`config.mk`:
```
export PLATFORM = sky130hd
export DESIGN_NAME = led_receiver
export DESIGN_NICKNAME = d
export VERILOG_FILES = /design/src/rtl/led_receiver.sv
export SDC_FILE = /design/constraint.sdc
export NUM_CORES = 1
export LEC_CHECK = 0
export ABC_AREA = 1
export CAP_MARGIN = 40
export CORE_MARGIN = 8
export CORE_UTILIZATION = 50
export CTS_CLUSTER_DIAMETER = 60
export DETAILED_ROUTE_END_ITERATION = 10
export GPL_ROUTABILITY_DRIVEN = 1
export MAX_ROUTING_LAYER = met4
export PLACE_DENSITY = 0.78
export SLEW_MARGIN = 15
export SYNTH_ARGS = -nofsm -noshare
export SYNTH_HDL_FRONTEND = slang
export SYNTH_SLANG_ARGS = --single-unit
```
`constraint.sdc`:
```
create_clock -name clk -period 2.8 [get_ports clk]
set_clock_uncertainty 0.05 [all_clocks]
set_input_delay 0.56 -clock clk [delete_from_list [all_inputs] [get_ports clk]]
set_output_delay 0.56 -clock clk [all_outputs]
set_load 0.01 [all_outputs]
```
`src/rtl/led_receiver.sv`:
```
`default_nettype none
// +-----------------------------------------------------------------------+
// | Module  : led_receiver                                                 |
// | Purpose : 8E1 UART receiver feeding a 4-digit common-anode hex display |
// | Revision: 1.0 - initial release                                        |
// +-----------------------------------------------------------------------+
module led_receiver #(
    parameter int DIGIT_CYCLES = 4096
) (
    input  logic       clk,
    input  logic       reset,
    input  logic [2:0] baud_select,
    input  logic       Rx_EN,
    input  logic       RxD,
    output logic       AN0,
    output logic       AN1,
    output logic       AN2,
    output logic       AN3,
    output logic       a,
    output logic       b,
    output logic       c,
    output logic       d,
    output logic       e,
    output logic       f,
    output logic       g,
    output logic       dp
);

    localparam int c_SCAN_W = (DIGIT_CYCLES > 1) ? $clog2(DIGIT_CYCLES) : 1;
    localparam logic [c_SCAN_W-1:0] c_SCAN_LAST = c_SCAN_W'(DIGIT_CYCLES - 1);
    localparam logic [6:0] c_SEG_BLANK = 7'b1111111;
    localparam logic [6:0] c_SEG_F     = 7'b0001110;

    typedef enum logic [2:0] {
        S_IDLE   = 3'd0,
        S_START  = 3'd1,
        S_DATA   = 3'd2,
        S_PARITY = 3'd3,
        S_STOP   = 3'd4,
        S_DONE   = 3'd5
    } state_t;

    state_t r_state, w_next;

    logic        r_rxd_meta, r_rxd_sync;
    logic [13:0] r_div_cnt, w_div_max;
    logic        w_tick, w_start, w_sample;
    logic [3:0]  r_tick_cnt;
    logic [2:0]  r_bit_cnt;
    logic [7:0]  r_shift, r_byte;
    logic        r_perr, r_ferr, r_err, r_have;
    logic [c_SCAN_W-1:0] r_scan_cnt;
    logic [1:0]  r_digit;
    logic        r_scan_en;
    logic [3:0]  w_nibble, w_an;
    logic [6:0]  w_hex, w_seg;

    always_comb begin
        w_div_max = 14'd26;
        case (baud_select)
            3'b000: w_div_max = 14'd10416;
            3'b001: w_div_max = 14'd2603;
            3'b010: w_div_max = 14'd650;
            3'b011: w_div_max = 14'd325;
            3'b100: w_div_max = 14'd162;
            3'b101: w_div_max = 14'd80;
            3'b110: w_div_max = 14'd53;
            default: w_div_max = 14'd26;
        endcase
    end

    // >= so a mid-count switch to a faster rate cannot overshoot the reload
    assign w_tick   = (r_div_cnt >= w_div_max);
    assign w_start  = (r_state == S_IDLE) && Rx_EN && !r_rxd_sync;
    assign w_sample = w_tick && (r_tick_cnt == 4'd15);

    always_ff @(posedge clk) begin
        if (reset) begin
            r_rxd_meta <= 1'b1;
            r_rxd_sync <= 1'b1;
            r_div_cnt  <= '0;
        end else begin
            r_rxd_meta <= RxD;
            r_rxd_sync <= r_rxd_meta;
            if (w_start || w_tick)
                r_div_cnt <= '0;
            else
                r_div_cnt <= r_div_cnt + 14'd1;
        end
    end

    always_ff @(posedge clk) begin
        if (reset)
            r_state <= S_IDLE;
        else
            r_state <= w_next;
    end

    always_comb begin
        w_next = r_state;
        if (!Rx_EN) begin
            w_next = S_IDLE;
        end else begin
            case (r_state)
                S_IDLE:   if (!r_rxd_sync) w_next = S_START;
                S_START:  if (w_tick && r_tick_cnt == 4'd7)
                              w_next = r_rxd_sync ? S_IDLE : S_DATA;
                S_DATA:   if (w_sample && r_bit_cnt == 3'd7) w_next = S_PARITY;
                S_PARITY: if (w_sample) w_next = S_STOP;
                S_STOP:   if (w_sample) w_next = S_DONE;
                S_DONE:   w_next = S_IDLE;
                default:  w_next = S_IDLE;
            endcase
        end
    end

    always_ff @(posedge clk) begin
        if (reset) begin
            r_tick_cnt <= '0;
            r_bit_cnt  <= '0;
            r_shift    <= '0;
            r_perr     <= 1'b0;
            r_ferr     <= 1'b0;
            r_byte     <= '0;
            r_err      <= 1'b0;
            r_have     <= 1'b0;
        end else begin
            // The half-bit start check realigns the counter to bit centres
            if (r_state == S_IDLE || (r_state == S_START && w_tick && r_tick_cnt == 4'd7))
                r_tick_cnt <= '0;
            else if (w_tick)
                r_tick_cnt <= r_tick_cnt + 4'd1;

            if (r_state != S_DATA)
                r_bit_cnt <= '0;
            else if (w_sample)
                r_bit_cnt <= r_bit_cnt + 3'd1;

            if (r_state == S_DATA && w_sample)
                r_shift <= {r_rxd_sync, r_shift[7:1]};

            if (r_state == S_IDLE) begin
                r_perr <= 1'b0;
                r_ferr <= 1'b0;
            end
            if (r_state == S_PARITY && w_sample)
                r_perr <= (r_rxd_sync != ^r_shift);
            if (r_state == S_STOP && w_sample)
                r_ferr <= !r_rxd_sync;

            if (r_state == S_DONE && Rx_EN) begin
                if (r_perr || r_ferr) begin
                    r_err <= 1'b1;
                end else begin
                    r_err  <= 1'b0;
                    r_have <= 1'b1;
                    r_byte <= r_shift;
                end
            end
        end
    end

    // Scanning starts on the first clock after reset, at the leftmost digit
    always_ff @(posedge clk) begin
        if (reset) begin
            r_scan_en  <= 1'b0;
            r_digit    <= 2'd3;
            r_scan_cnt <= '0;
        end else if (!r_scan_en) begin
            r_scan_en  <= 1'b1;
            r_digit    <= 2'd3;
            r_scan_cnt <= '0;
        end else if (r_scan_cnt == c_SCAN_LAST) begin
            r_scan_cnt <= '0;
            r_digit    <= r_digit - 2'd1;
        end else begin
            r_scan_cnt <= r_scan_cnt + 1'b1;
        end
    end

    assign w_nibble = r_digit[0] ? r_byte[7:4] : r_byte[3:0];

    always_comb begin
        w_hex = c_SEG_BLANK;
        case (w_nibble)
            4'h0: w_hex = 7'b1000000;
            4'h1: w_hex = 7'b1111001;
            4'h2: w_hex = 7'b0100100;
            4'h3: w_hex = 7'b0110000;
            4'h4: w_hex = 7'b0011001;
            4'h5: w_hex = 7'b0010010;
            4'h6: w_hex = 7'b0000010;
            4'h7: w_hex = 7'b1111000;
            4'h8: w_hex = 7'b0000000;
            4'h9: w_hex = 7'b0010000;
            4'hA: w_hex = 7'b0001000;
            4'hB: w_hex = 7'b0000011;
            4'hC: w_hex = 7'b1000110;
            4'hD: w_hex = 7'b0100001;
            4'hE: w_hex = 7'b0000110;
            default: w_hex = 7'b0001110;
        endcase
    end

    always_comb begin
        w_an  = 4'b1111;
        w_seg = c_SEG_BLANK;
        if (r_scan_en) begin
            w_an = ~(4'b0001 << r_digit);
            if (r_err)
                w_seg = c_SEG_F;
            else if (r_have && !r_digit[1])
                w_seg = w_hex;
        end
    end

    assign {AN3, AN2, AN1, AN0}   = w_an;
    assign {g, f, e, d, c, b, a}  = w_seg;
    assign dp = 1'b1;

endmodule
`default_nettype wire

```
==> impl_metrics.json, run 1 <==
{
  "met2_usage": 0.2728,
  "cts_buffer_depth": 2,
  "dr.first_iter.drc_count": 147,
  "fin_ws_ns": 0.1311,
  "die_area_um2": 10050,
  "switching_share": 0.2582,
  "htreeDepth": 3,
  "drtPass1Iterations": 4,
  "synth_fa_ha_area_frac": 0.09517,
  "route.detailed.drc": 0,
  "drt.antenna.violating_nets": 0,
  "worst_pin_slew_ns": 0.5522,
  "cts_sinks": 61,
  "critPathCaptureType": "output pin",
  "die_w_um": 100.3,
  "finalSetupViolCount": 0,
  "dpl_cell_area_um2": 3958,
  "setup_tns_ns": 0,
  "grt_max_degree": 14,
  "crit_type": "flop to output pin",
  "drt-total-wl_um": 7424,
  "path_cells": "buf_4 > nand2_1 > o21ai_2 > buf_4 > buf_4 > ha_1 > nand2_1 > o21ai_0 > o21ai_1 > nand2_1 > clkdlybuf4s15_1",
  "synth_cells": 489,
  "grt_setup_unrepaired": "false",
  "grt_pass1_wl_um": 13100,
  "coreArea_um2": 6832,
  "synth_xor_area_frac": 0.03208,
  "grt_use_met3": 0.03806,
  "finalHoldViolations": 0,
  "p_per_area_nw_per_um2": 415.6,
  "clock_latency_ns": 0.35,
  "max_slew_margin": 0.6291,
  "min_path_type": "flop to flop",
  "crit_required_ns": 2.19,
  "mostFrequentLayoutCells": "90 x nand2_1, 66 x inv_1, 60 x dfxtp_1",
  "seq_power_share": 0.503,
  "grt_pass1_vias": 3151,
  "num-nets-final": 567,
  "status": "finished clean",
  "clock.fmax_mhz": 374.7,
  "crit_fanout": 5,
  "synth_compound_area_frac": 0.1304,
  "combPwrFrac": 0.090,
  "leakagePower_nw": 1.926,
  "start_kind": "flop",
  "worstPathArrival_ns": 2.06,
  "cts_buffers": 9,
  "synth-simple-area-share": 0.3074,
  "die_h_um": 100.3,
  "avgSynthCellArea_um2": 7.259,
  "n_antenna_cell": 0,
  "overflow": 0,
  "period_minus_slack_ns": 2.669,
  "synth_seq_area_share": 0.3440,
  "ios": 19,
  "grt.busiest_layer": "met2",
  "viasPerCell": 5.003,
  "drive_gt1_frac": 0.1784,
  "slew_viol_final": 0,
  "area_delta_synth_final_pct": 19.60,
  "cap_violations": 0,
  "finalCritPeriodShare": 0.9532,
  "num_rows": 30,
  "reg2reg_depth": 10,
  "track_usage": 0.1627,
  "cts_tree": "built",
  "yosysWarningCount": 0,
  "max_stage_delay_ns": 0.36,
  "synth_mux_area_frac": 0,
  "synth_cell_types": 42,
  "holdWs_ns": 0.3626,
  "syn_area_um2": 3550,
  "clkPwrFrac": 0.407,
  "use_met1": 0.1808,
  "power.internal_w": 0.001309,
  "cts-root-buf": "clkbuf_8",
  "antenna_found_initial": 0,
  "finalInstanceArea_um2": 4245,
  "clk_pin_slew_ns": 0.07,
  "io_buffers": 17,
  "wl_per_cell_um": 11.71,
  "netSwitchingPower_w": 0.0004556,
  "layout_commonest_cell": "nand2_1",
  "dp_slack_ns": -0.2751,
  "min_delay_path_depth": 1,
  "hpwl_um": 5536,
  "start_util": 0.5196,
  "synth_nets": 523,
  "synth_seq_cells": 61,
  "place.gp.congestion": 0.8760,
  "synth_top_family_by_area": "simple AND/OR/NAND/NOR gates",
  "cpMaxStageDelayCell": "dfxtp_4",
  "peakVddDrop_uv": 346.4,
  "vias": 3172
}
-- path summary, 6_finish.rpt --
path	start	to	slack, ns
hold / removal	r_rxd_meta	r_rxd_sync	0.36
setup / recovery	r_digit[0]	g	0.13
setup reg to reg	r_scan_cnt[0]	r_scan_cnt[11]	0.79
hold reg to reg	r_rxd_meta	r_rxd_sync	0.36
-- per-layer routing --
metal  wire [um]  vias up  part of all wire
li1            -     1675                 -
met1        3521     1448              0.47
met2        3541       37              0.48
met3         241       12             0.032
met4         120        0             0.016
met5           0        -                 0
-- final cells by class --
type,instances,area [um2]
fillers,638,2586
multi-input cells,349,2085
flip-flops and latches,61,1225
repair buffers,41,359.1
inverters,71,271.5
clock buffers,11,151.4
well taps,96,120.1
clock inverters,5,33.78
-- logic make-up (layout without fill, tap and decap cells) --
| logic type | count (synthesis) | in the layout |
|---|---|---|
| simple gates | 226 | 227 |
| xor+xnor | 13 | 13 |
| flops | 61 | 61 |
| other cells | 1 | 1 |
| fa+ha+maj | 27 | 27 |
| buf+inv | 80 | 128 |
| compound gates | 81 | 81 |
-- worst max-delay path: cells and delay by family, from the launching register on --
family,cells,cell delay (ns)
adders and majority gates,1,0.19
buffers and inverters,4,0.67
and+or+nand+nor,3,0.21
DFF,1,0.36
AOI/OAI and AO/OA,3,0.29
-- power groups by stage --
stage               Clock (W)  Combinational, W  Sequential [W]
CTS                  0.000742          0.000153        0.000888
global placement            0          0.000148        0.000908
global route         0.000773          0.000182        0.000889
detailed placement          0          0.000152        0.000908
floorplan                   0          0.000105        0.000904
finish               0.000718          0.000158        0.000888
-- synth_stat cells --
cell      count  share of area
nand2_1      92          0.097
inv_1        68          0.072
dfxtp_1      61           0.34
nor2_1       60          0.063
o21ai_0      32          0.045
a21oi_1      27          0.038
ha_1         27          0.095
nand3_1      19          0.027
nor3_1       11          0.016
nor2_2       10          0.018
nand4_1       8          0.014
xnor2_1       7          0.017
nor3b_1       6          0.013
o211ai_1      6          0.013
o21ai_1       6         0.0085
xor2_1        6          0.015
buf_2         3         0.0042
clkbuf_1      3         0.0032
inv_2         3         0.0032
nand3_2       3         0.0085
nor3_2        3         0.0085
or2_2         3         0.0053
a211oi_1      2         0.0042
a21oi_2       2         0.0049
and3_1        2         0.0035
buf_4         2         0.0042
nand2_4       2         0.0063
a31o_2        1         0.0025
a31oi_4       1         0.0060
a41oi_1       1         0.0025
buf_6         1         0.0032
conb_1        1         0.0011
nand2_2       1         0.0018
nand3_4       1         0.0049
nor2_4        1         0.0032
nor2_8        1         0.0056
nor3_4        1         0.0046
nor4_4        1         0.0060
o21bai_1      1         0.0021
o22ai_1       1         0.0018
o31ai_1       1         0.0021
or3_1         1         0.0018
-- repair_timing --
action                                  in CTS  in global routing
hold buffers                                 0                  0
gates cloned                                 0                  1
buffers inserted                             2                  1
pin swaps                                    0                  5
resized for setup                           15                 34
endpoints found under the setup margin       7                 38
-- registers in the layout (all words and copies together), names as in the netlist, 2 cells and up --
signal and count:
r_div_cnt 14, r_tick_cnt 4, r_scan_cnt 12, r_shift 8
r_byte 8, r_state 3, r_digit 2, r_bit_cnt 3
-- stage by stage --
step | utilization | std cells | power (W)
final | 0.6214 | 634 | 0.001764
after global routing | 0.6214 | 634 | 0.001843
after CTS | 0.6097 | 632 | 0.001783
after detailed placement | 0.5793 | 614 | 0.001060
after global placement | 0.5793 | 614 | 0.001056
after floorplan | - | 489 | 0.001008
Power figures use the tool's default switching activity.
==> run 2: changes to the inputs <==
--- a/config.mk
+++ b/config.mk
@@ -14,7 +14,9 @@
 export GPL_ROUTABILITY_DRIVEN = 1
 export MAX_ROUTING_LAYER = met4
 export PLACE_DENSITY = 0.78
+export SKIP_LAST_GASP = 1
 export SLEW_MARGIN = 15
 export SYNTH_ARGS = -nofsm -noshare
 export SYNTH_HDL_FRONTEND = slang
 export SYNTH_SLANG_ARGS = --single-unit
+export TNS_END_PERCENT = 10
==> run 2 against run 1 <==
  * The run now ends with negative setup slack left
  * Sequential power barely moved
  * Register-to-register slack barely moved
  * First-iteration DRC count rose by 2.0%
  * Cell area fell by 0.91%
  * Wire length fell by 0.47%
  * Core utilization fell by 0.57 points
  * Clock power barely moved
  * Largest power group unchanged
  * Highest routed layer unchanged
==> impl_metrics.json, run 2 (synthesis results as in run 1) <==
{
  "drt.antenna.violating_nets": 0,
  "grt_pass1_wl_um": 13000,
  "path_cells": "buf_4 > nand2_1 > o21ai_1 > buf_4 > ha_1 > nand2_1 > o211ai_1 > clkdlybuf4s50_1",
  "r2r-start": "r_scan_cnt[0]",
  "worstPathArrival_ns": 2.22,
  "cts_sinks": 61,
  "cpMaxStageDelayCell": "clkdlybuf4s50_1",
  "n_antenna_cell": 0,
  "die_h_um": 100.3,
  "place.gp.congestion": 0.8760,
  "overflow": 0,
  "r2r_end": "r_scan_cnt[11]",
  "peakVddDrop_uv": 341.8,
  "cts_buffer_depth": 2,
  "period_minus_slack_ns": 2.833,
  "hold_start": "r_rxd_meta",
  "cts_tree": "built",
  "grt_max_degree": 14,
  "dp_slack_ns": -0.2751,
  "dr.first_iter.drc_count": 150,
  "cts-root-buf": "clkbuf_8",
  "slew_viol_final": 0,
  "status": "complete, but fails checks",
  "wl_per_cell_um": 11.69,
  "die_w_um": 100.3,
  "vias": 3159,
  "cts_buffers": 9,
  "drtPass1Iterations": 4,
  "num_rows": 30,
  "finalHoldViolations": 0,
  "num-nets-final": 565,
  "critPathCaptureType": "output pin",
  "worst_pin_slew_ns": 0.5522,
  "crit_required_ns": 2.19,
  "die_area_um2": 10050,
  "crit_fanout": 6,
  "layout_commonest_cell": "nand2_1",
  "reg2reg_depth": 10,
  "min_delay_path_depth": 1,
  "postCtsHoldBufs": 0,
  "place_inst": 614,
  "coreArea_um2": 6832,
  "reg.largest.list": "r_div_cnt x14, r_scan_cnt x12",
  "clk_pin_slew_ns": 0.06,
  "drive_gt1_frac": 0.1549,
  "track_usage": 0.1614,
  "start_kind": "flop",
  "start_util": 0.5196,
  "route.detailed.drc": 0,
  "cap_violations": 0,
  "reg2reg_slack_ns": 0.79,
  "instances_no_fill": 632,
  "min_to": "r_rxd_sync",
  "fill_cells": 642,
  "mostFrequentLayoutCells": "91 x nand2_1, 67 x inv_1, 60 x dfxtp_1",
  "drt-total-wl_um": 7389,
  "largest_reg_flops": 14,
  "p_per_area_nw_per_um2": 419.5,
  "antenna_found_initial": 0,
  "io_buffers": 17,
  "finalCritPeriodShare": 1.012,
  "ios": 19,
  "crit_type": "flop to output pin",
  "min_path_type": "flop to flop",
  "max_stage_delay_ns": 0.57,
  "finalSetupViolCount": 1,
  "clock.fmax_mhz": 353.0,
  "max_slew_margin": 0.6291,
  "violations": "negative setup slack",
  "leakagePower_nw": 1.908,
  "clock_latency_ns": 0.35,
  "area_delta_synth_final_pct": 18.51,
  "fin_ws_ns": -0.03313,
  "top_register": "r_div_cnt",
  "grt_pass1_vias": 3139,
  "hpwl_um": 5536,
  "grt_setup_unrepaired": "true",
  "htreeDepth": 3,
  "viasPerCell": 4.998
}
==> run 2: cell count changes in the layout (fill, tap and decap cells not counted), sizes merged <==
cell / delta
clkdlybuf4s15: -1
buf: -2
dlymetal6s2s: +2
clkdlybuf4s50: +2
clkbuf: -2
dlygate4sd2: -1
==> run 2: worst max-delay path by stage <==
stage / startpoint / end / slack, ns / cells after the start
finish: r_digit[0] / b / -0.03 / 8
global route: r_digit[0] / b / -0.15 / 8
CTS: r_digit[0] / g / -0.18 / 10
detailed placement: baud_select[1] / r_div_cnt[7] / -0.28 / 17
global placement: baud_select[1] / r_div_cnt[7] / -0.25 / 17
floorplan: baud_select[0] / r_div_cnt[7] / 0.41 / 16
==> run 2: worst max-delay path, delay by kind of cell, from the launching register on <==
kind	cells	cell delay (ns)
flip-flops	1	0.34
AO/OA/AOI/OAI	2	0.28
AND/OR/NAND/NOR	2	0.12
buffers and inverters	3	0.88
adder cells (fa/ha/maj)	1	0.26
==> run 2: report_power, final <==
group	internal (W)	switching [W]	total, W	leakage [nW]
logic	0.0000634	0.0000931	0.000157	1.32
registers	0.000877	0.0000113	0.000889	0.493
clock network	0.000368	0.000351	0.000720	0.0917
==> run 2: what timing repair did <==
action                                  in CTS  in global routing
endpoints found under the setup margin       7                 41
pin swaps                                    0                  3
resized for setup                            6                 16
cloned                                       0                  1
buffers inserted                             0                  1
==> run 2: per-stage QoR <==
step	utilization	total power (W)	TNS, ns	cell area (um2)	hold slack (ns)
final	0.6158	0.001765	-0.03313	4207	0.3650
after floorplan	-	0.001008	0	3550	0.3395
after CTS	0.6070	0.001783	-0.6793	4146	0.3652
after global routing	0.6158	0.001842	-0.6660	4207	0.3713
after global placement	0.5793	0.001056	-6.291	3958	0.3410
after detailed placement	0.5793	0.001060	-7.421	3958	0.3493
==> run 2: layout make-up <==
class / instances / area [um2] / share of cell area
Clock buffer: 11 / 151.4 / 0.03599
Clock inverter: 5 / 33.78 / 0.008031
Inverter: 71 / 266.5 / 0.06336
Multi-Input combinational cell: 349 / 2056 / 0.4887
Sequential cell: 61 / 1222 / 0.2906
Tap cell: 96 / 120.1 / 0.02855
Timing Repair Buffer: 39 / 356.6 / 0.08477
==> run 2: per-layer routing <==
layer	vias to the layer above	global-route usage	wire, um
li1	1671	-	-
met1	1429	0.1788	3451
met2	49	0.2708	3548
met3	10	0.03806	278
met4	0	0.07093	110
met5	-	-	0
==> run 3: changes to the inputs <==
--- a/config.mk
+++ b/config.mk
@@ -7,7 +7,6 @@
 export LEC_CHECK = 0
 export ABC_AREA = 1
 export CAP_MARGIN = 40
-export CORE_MARGIN = 8
 export CORE_UTILIZATION = 50
 export CTS_CLUSTER_DIAMETER = 60
 export DETAILED_ROUTE_END_ITERATION = 10
==> run 3 against run 2 <==
  * The run now ends clean
  * Sequential share of layout area decreased by 0.39 points
  * Critical path depth decreased by 1
  * Core utilization increased by 0.97 points
  * Global-route usage increased by 5.9 points
  * Die area decreased by 26%
  * Critical endpoint is now g
  * Largest cell class unchanged
==> impl_metrics.json, run 3 (synthesis results as in run 1) <==
{
  "num_rows": 30,
  "area_delta_synth_final_pct": 20.37,
  "finalHoldViolations": 0,
  "dp_slack_ns": -0.2938,
  "n_antenna_cell": 0,
  "grt_pass1_wl_um": 12790,
  "reg2reg_slack_ns": 0.85,
  "cts_sinks": 61,
  "reg.largest.list": "r_div_cnt x14, r_scan_cnt x12",
  "place.gp.congestion": 0.9322,
  "drt-total-wl_um": 7521,
  "switching_share": 0.2477,
  "largest_reg_flops": 14,
  "peakVddDrop_uv": 291.3,
  "cap_violations": 0,
  "top_register": "r_div_cnt",
  "drive_gt1_frac": 0.1620,
  "reg2reg_depth": 9,
  "cts-root-buf": "clkbuf_8",
  "mostFrequentLayoutCells": "91 x nand2_1, 66 x inv_1, 60 x dfxtp_1",
  "grt_setup_unrepaired": "true",
  "drt.antenna.violating_nets": 0,
  "max_slew_margin": 0.6123,
  "track_usage": 0.2200,
  "period_minus_slack_ns": 2.772,
  "die_area_um2": 7440,
  "finalSetupViolCount": 0,
  "die_h_um": 86.26,
  "finalCritPeriodShare": 0.9900,
  "leakagePower_nw": 1.924,
  "vias": 3204,
  "crit_fanout": 7,
  "dr.first_iter.drc_count": 179,
  "grt_max_degree": 17,
  "layout_commonest_cell": "nand2_1",
  "place_inst": 611,
  "crit_type": "flop to output pin",
  "min_path_type": "flop to flop",
  "netSwitchingPower_w": 0.0004756,
  "overflow": 0,
  "slew_viol_final": 0,
  "start_util": 0.5196,
  "seq_power_share": 0.463,
  "crit_required_ns": 2.19,
  "finalInstanceArea_um2": 4273,
  "worstPathArrival_ns": 2.16,
  "instances_no_fill": 633,
  "fin_util": 0.6255,
  "min_delay_path_depth": 1,
  "dpl_cell_area_um2": 3923,
  "p_total_w": 0.001920,
  "grt_pass1_vias": 3025,
  "power.internal_w": 0.001445,
  "clock.fmax_mhz": 360.7,
  "viasPerCell": 5.062,
  "p_per_area_nw_per_um2": 449.4,
  "start_kind": "flop",
  "hpwl_um": 5332,
  "num-nets-final": 566,
  "io_buffers": 17,
  "route.detailed.drc": 0,
  "htreeDepth": 3,
  "critPathCaptureType": "output pin",
  "postCtsHoldBufs": 0,
  "cts_buffers": 9,
  "status": "finished clean",
  "clkPwrFrac": 0.454,
  "fin_ws_ns": 0.02792,
  "combPwrFrac": 0.083,
  "cts_buffer_depth": 2,
  "coreArea_um2": 6832,
  "clock_latency_ns": 0.34,
  "worst_pin_slew_ns": 0.5771,
  "clk_pin_slew_ns": 0.07,
  "cts_tree": "built",
  "die_w_um": 86.26,
  "ios": 19,
  "wl_per_cell_um": 11.88,
  "drtPass1Iterations": 5,
  "antenna_found_initial": 0
}
==> run 3: area by class of cell <==
| type | count | area [um2] |
|---|---|---|
| repair buffers | 40 | 349.1 |
| multi-input cells | 349 | 2088 |
| flip-flops and latches | 61 | 1225 |
| inverters | 71 | 269.0 |
| fillers | 596 | 2559 |
| well taps | 96 | 120.1 |
| clock buffers | 9 | 123.9 |
| clock inverters | 7 | 97.59 |
==> run 3: power by group through the flow <==
| stage | Sequential [W] | Combinational, W | Clock [W] |
|---|---|---|---|
| global placement | 0.000909 | 0.000143 | 0 |
| CTS | 0.000888 | 0.000148 | 0.000884 |
| floorplan | 0.000904 | 0.000105 | 0 |
| detailed placement | 0.000909 | 0.000145 | 0 |
| global route | 0.000889 | 0.000179 | 0.000930 |
| finish | 0.000889 | 0.000159 | 0.000873 |
==> run 3: routing by layer <==
layer | share of wire | up-vias | GRT usage | wire [um]
li1 | - | 1667 | - | -
met1 | 0.46 | 1446 | 0.2702 | 3441
met2 | 0.48 | 71 | 0.3470 | 3586
met3 | 0.041 | 20 | 0.04857 | 306
met4 | 0.025 | 0 | 0.09848 | 187
met5 | 0 | - | - | 0
==> run 3: path summary, 6_finish.rpt <==
| path | from | endpoint |
|---|---|---|
| worst min register to register | r_rxd_meta | r_rxd_sync |
| worst max-delay path | r_digit[0] | g |
| worst min-delay path | r_rxd_meta | r_rxd_sync |
| worst max register to register | r_div_cnt[5] | r_div_cnt[4] |
==> run 3: worst max-delay path: stages, from the launching register on <==
cell	delay, ns
dfxtp_4	0.37
buf_4	0.15
o21ai_4	0.28
inv_1	0.16
a21oi_1	0.16
o21ai_0	0.10
nand2_1	0.08
clkdlybuf4s50_1	0.54
==> run 3: repair_timing <==
action | 4_1_cts | 5_1_grt
setup endpoints to repair | 7 | 39
buffers inserted | 1 | 4
pin swaps | 0 | 4
resized for setup | 11 | 16
gates cloned | 0 | 1
==> run 3: stage by stage <==
stage | setup TNS, ns | hold WS (ns)
floorplan | 0 | 0.3395
detailed placement | -6.946 | 0.3485
global route | -2.069 | 0.3777
CTS | -0.1752 | 0.3658
global placement | -6.102 | 0.3456
finish | 0 | 0.3642
